[src/rtl/mult8_seq_ctrl.sv]
// mult8_seq_ctrl
//   Sequential 8x8 unsigned multiplier controller. The 8-bit operands are split
//   into nibbles and fed, one partial product per cycle, to an external
//   combinational 4x4 array multiplier. The shifted partial products are summed
//   into an accumulator, and the result is presented with a valid/ready handshake.
//
//   Parameter
//     SKIP_ZERO  1: skip the partial-product steps whose b nibble is zero.
//   Optional build macro
//     MULT8_MAC_EN  adds in_c (addend loaded into the accumulator on accept)
//                   and out_ovf (bit 16 of a*b+c). The accumulator becomes 17 bits.
//
//   Ports
//     clk, rst            clock; synchronous active-high reset
//     in_valid/in_ready   operand handshake; in_a, in_b unsigned operands
//     out_valid/out_ready result handshake; out_p 16-bit product
//     mul_a, mul_b        nibbles driven to the external multiplier
//     mul_q               external multiplier result (mul_a*mul_b, same cycle)
//     in_c, out_ovf       only with MULT8_MAC_EN

module mult8_seq_ctrl #(
    parameter int SKIP_ZERO = 1
) (
    input  logic        clk,
    input  logic        rst,
    input  logic        in_valid,
    output logic        in_ready,
    input  logic [7:0]  in_a,
    input  logic [7:0]  in_b,
`ifdef MULT8_MAC_EN
    input  logic [15:0] in_c,
    output logic        out_ovf,
`endif
    output logic        out_valid,
    input  logic        out_ready,
    output logic [15:0] out_p,
    output logic [3:0]  mul_a,
    output logic [3:0]  mul_b,
    input  logic [7:0]  mul_q
);

`ifdef MULT8_MAC_EN
    localparam int ACC_W = 17;
`else
    localparam int ACC_W = 16;
`endif

    typedef enum logic [2:0] {IDLE, PP0, PP1, PP2, PP3, DONE} state_t;

    state_t             state_q, state_d;
    logic [7:0]         a_r, b_r;
    logic [ACC_W-1:0]   acc;
    logic [ACC_W-1:0]   acc_init;
    logic [ACC_W-1:0]   addend;
    logic [7:0]         b_sel;
    logic               lo_skip, hi_skip;
    logic               accept;
    logic               pp_active;
    logic [3:0]         shift;

    assign accept = in_valid & in_ready;

    // In IDLE the operand registers are not loaded yet, so the skip decision
    // for the first step must look at the incoming operand directly.
    assign b_sel   = (state_q == IDLE) ? in_b : b_r;
    assign lo_skip = (SKIP_ZERO != 0) && (b_sel[3:0] == 4'd0);
    assign hi_skip = (SKIP_ZERO != 0) && (b_sel[7:4] == 4'd0);

`ifdef MULT8_MAC_EN
    assign acc_init = {1'b0, in_c};
`else
    assign acc_init = '0;
`endif

    // State register
    always_ff @(posedge clk) begin
        if (rst) state_q <= IDLE;
        else     state_q <= state_d;
    end

    // Next-state logic
    always_comb begin
        state_d = state_q;
        unique case (state_q)
            IDLE: if (accept) begin
                if (!lo_skip)      state_d = PP0;
                else if (!hi_skip) state_d = PP2;
                else               state_d = DONE;
            end
            PP0:  state_d = PP1;
            PP1:  state_d = hi_skip ? DONE : PP2;
            PP2:  state_d = PP3;
            PP3:  state_d = DONE;
            DONE: if (out_ready) state_d = IDLE;
            default: state_d = IDLE;
        endcase
    end

    // Output / datapath-control logic
    always_comb begin
        mul_a     = 4'd0;
        mul_b     = 4'd0;
        shift     = 4'd0;
        pp_active = 1'b0;
        in_ready  = (state_q == IDLE) && !rst;
        out_valid = (state_q == DONE);
        unique case (state_q)
            PP0: begin mul_a = a_r[3:0]; mul_b = b_r[3:0]; shift = 4'd0; pp_active = 1'b1; end
            PP1: begin mul_a = a_r[7:4]; mul_b = b_r[3:0]; shift = 4'd4; pp_active = 1'b1; end
            PP2: begin mul_a = a_r[3:0]; mul_b = b_r[7:4]; shift = 4'd4; pp_active = 1'b1; end
            PP3: begin mul_a = a_r[7:4]; mul_b = b_r[7:4]; shift = 4'd8; pp_active = 1'b1; end
            default: ;
        endcase
    end

    assign addend = ACC_W'(mul_q) << shift;

    // Operand registers and accumulator
    always_ff @(posedge clk) begin
        if (rst) begin
            a_r <= 8'd0;
            b_r <= 8'd0;
            acc <= '0;
        end else if (accept) begin
            a_r <= in_a;
            b_r <= in_b;
            acc <= acc_init;
        end else if (pp_active) begin
            acc <= acc + addend;
        end
    end

    // The accumulator is frozen in DONE, so out_p is stable under backpressure.
    assign out_p = acc[15:0];
`ifdef MULT8_MAC_EN
    assign out_ovf = acc[16];
`endif

endmodule

[config.mk]
export PLATFORM = sky130hd
export DESIGN_NAME = mult8_seq_ctrl
export DESIGN_NICKNAME = d
export VERILOG_FILES = /design/src/rtl/mult8_seq_ctrl.sv
export SDC_FILE = /design/constraint.sdc
export NUM_CORES = 1
export LEC_CHECK = 0
export CORE_MARGIN = 4
export CORE_UTILIZATION = 25
export DETAILED_ROUTE_END_ITERATION = 10
export PLACE_DENSITY = 0.51
export SYNTH_ARGS = -nofsm -noshare
export SYNTH_HDL_FRONTEND = slang
export SYNTH_SLANG_ARGS = --single-unit
[constraint.sdc]
create_clock -name clk -period 3.7 [get_ports clk]
set_clock_uncertainty 0.2 [all_clocks]
set_input_delay 0.555 -clock clk [delete_from_list [all_inputs] [get_ports clk]]
set_output_delay 0.555 -clock clk [all_outputs]
set_load 0.03 [all_outputs]
==> summary.md <==
| Metric | Value |
|---|---|
| Row count | 35 |
| Post-synth EDFFs | 0 |
| Cell Area, Placed | between 0.003 and 0.004 mm^2 |
| Syn nets | ~360 |
| Post-Route WL | 7100 um |
| Drt pass-1 iters | 4 |
| Detailed placement HPWL | roughly 5400 um |
| Die Wd | ~110 um |
| Core area | 0.00928 mm^2 |
| Synth area leader | dfxtp_1 |
| Number of vias per cell | about 4.8 |
| Yosys reg bits | 35 |
| Die Span Y | 106 um |
| P&R area growth vs syn | 34.0% |
| Synth warnings | 0 |
| Post-synth cell types | 46 |
| WP data required | ~3.7 ns |
| Placer Congestion | 0.891 |
| CTS tree | built |
| Port bufs | between 50 and 60 |
| Effective utilization at floorplan | 0.257 |
| Sequential Area | 702 um^2 |
| Worst-path clk slew | approximately 0.080 ns |
| Vias in the first global route | between 2k and 2.5k |
| Congestion Overflow GR | 0 |
| Vias post-DR | between 2k and 2.5k |
| Clk root buf | clkbuf_8 |
| Critical Path AT | roughly 3.3 ns |
| Share of layout cells above drive strength 1 | 0.0815 |
| Fin area | 0.00320 mm^2 |
| Slew @ Worst Pin | ~0.55 ns |
| LEAKAGE | between 0.001 and 0.0015 uW |
| Worst skew pair latency | roughly 0.29 ns |
| Filler cells | approximately 1k |
| Total die area | 0.0112 mm^2 |
| Worst Hold Class | reg2reg |
| DRC marker count from the first detailed-route iteration | between 80 and 90 |
| Average cell area after synthesis | approximately 7.7 um^2 |
| Post-CTS setup repair buffer count | 0 |
| Sink Count | 35 |
| Fin util | 0.345 |
| Tcrit/Tclk final | 0.889 |
| Global-route wire length before repair | roughly 12000 um |
| Fin Setup TNS | 0 ns |
| Min Tclk post-route | 3.29 ns |
| Synth Cell Area | approximately 0.0024 mm^2 |
| Asr flop ratio synth | 0 |
| Ports | between 50 and 60 |
| WL per Instance | approximately 14 um |
| Main synth FF type | dfxtp_1 |
| Pins Over Slew Limit | 0 |
| Max VDD drop | 148 uV |
| Cts bufs inserted | 5 |
| Top-area cell type share of the netlist area | 0.294 |
| Slew HR | 0.634 |
| F_max | around 300 MHz |
| Max H-tree Level | 2 |
| Power per Cell Area | around 410 mW/mm^2 |
| Worst Setup End Kind | register |
| RSZ-0062 raised after global routing | false |
| Setup violators final | 0 |
| Antenna violations before repair | 0 |
| Dominant cells by area after synthesis | dfxtp_1 29%, nand2_1 9.9%, ha_1 7.9% |
| GR Util All Layers | 0.128 |
| Worst setup SP type | register |
| # diodes | 0 |
| Status | completed |
| Hold Vio Cnt, Final | 0 |
| Final net count | around 410 |
| Register area share after synthesis | 0.294 |
| Drt drc | 0 |
| Max_cap viols | 0 |
| Pin count of the biggest net entering global routing | 25 |
| Area taken by multi-input logic gates | about 0.0016 mm^2 |
| Mapped Cells | between 300 and 400 |
| CTS Buffer Depth | 2 |
| Hold Slack | between 0.2 and 0.3 ns |
| CP Class | reg2reg |
| Remaining antenna violation count | 0 |
| CP Max Fanout | 8 |
==> worst max-delay path: stages (launching register included) <==
cell and delay [ns]:
dfxtp_2 0.41, inv_1 0.11, nor2_1 0.15, nor2_1 0.08, and2_1 0.16, ha_1 0.21, fa_1 0.43, a211oi_2 0.32
o21ai_1 0.14, a311o_1 0.40, o41ai_2 0.31, xor2_1 0.18, o21ai_1 0.07
==> cells by family (layout without fill, tap and decap cells) <==
| logic type | after synthesis | count (layout) | share of synthesized area |
|---|---|---|---|
| fa+ha+maj | 16 | 16 | 0.0870 |
| simple gates | 130 | 130 | 0.261 |
| buf+inv | 19 | 75 | 0.0335 |
| flops | 35 | 35 | 0.294 |
| compound gates | 97 | 97 | 0.266 |
| xor+xnor | 11 | 11 | 0.0404 |
| mux | 4 | 4 | 0.0189 |
==> area by class of cell <==
| class | count | share of cell area |
|---|---|---|
| Clock buffer | 5 | 0.0215 |
| Clock inverter | 3 | 0.0137 |
| Inverter | 5 | 0.00587 |
| Multi-Input combinational cell | 258 | 0.502 |
| Sequential cell | 35 | 0.219 |
| Tap cell | 129 | 0.0504 |
| Timing Repair Buffer | 62 | 0.187 |
==> power breakdown <==
part	switching, uW	internal [uW]
Sequential	33.0	416
Clock	159	201
Combinational	288	209
==> cell usage in the layout (no fill, tap or decap), drive strengths merged, types with 5 or more instances in the layout <==
cell | Yosys | routed
dfxtp | 35 | 35
clkbuf | 9 | 5
inv | 5 | 5
a211oi | 8 | 8
ha | 15 | 15
and2 | 8 | 8
a22o | 9 | 9
nand3b | 17 | 17
o21ai | 24 | 24
o22ai | 5 | 5
nor2 | 21 | 21
nand2 | 63 | 63
xnor2 | 6 | 6
buf | 5 | 9
clkdlybuf4s50 | 0 | 53
xor2 | 5 | 5
a21oi | 27 | 27
nor3 | 6 | 6
==> synthesized netlist by cell type (2+ instances only) <==
library cell  count
and2_1            7
nand3b_1         17
a21o_1            2
nor3_1            5
buf_2             4
mux2_2            4
o21ai_0          22
a211o_1           2
nand2b_1          3
clkbuf_1          9
o21ai_1           2
or3_1             2
nor2_1           21
o31ai_1           3
o21bai_1          3
o211ai_1          3
dfxtp_1          35
ha_1             15
nor2b_1           3
a21oi_1          27
nand2_1          63
xor2_1            5
xnor2_1           6
nor4_1            2
a211oi_1          7
inv_1             5
o22ai_1           5
a22oi_1           4
a22o_1            9
==> per-layer routing <==
metal | vias to the layer above | routed length (um) | global-route usage
met3 | 7 | 433 | 0.0331
met1 | 1077 | 3600 | 0.187
met5 | - | 0 | 0
met2 | 72 | 3000 | 0.190
met4 | 0 | 57 | 0.0259
li1 | 1244 | - | -
==> sequential cells by signal, summed over array words and instances, names as in the netlist <==
signal / cells
out_p: 16
state_q: 3
a_r: 8
b_r: 8
==> stage by stage <==
stage | std cells | power [uW] | setup slack, ns
after detailed placement | 489 | 953 | 0.130
after global placement | 489 | 951 | 0.145
final | 497 | 1310 | 0.411
after CTS | 497 | 1320 | 0.297
after floorplan | 312 | 784 | 0.363
after global routing | 497 | 1390 | 0.124
==> final timing paths <==
path | start | endpoint | slack, ns | cells after the start
setup reg to reg | state_q[1] | out_p[12] | 0.41 | 12
hold / removal | a_r[1] | a_r[1] | 0.27 | 2
hold reg to reg | a_r[1] | a_r[1] | 0.27 | 2
setup / recovery | state_q[1] | out_p[12] | 0.41 | 12
==> timing repair <==
action,in CTS,in global routing
setup endpoints to repair,0,1
gates resized for setup,0,1
hold buffers,0,0
Power figures use the tool's default switching activity.
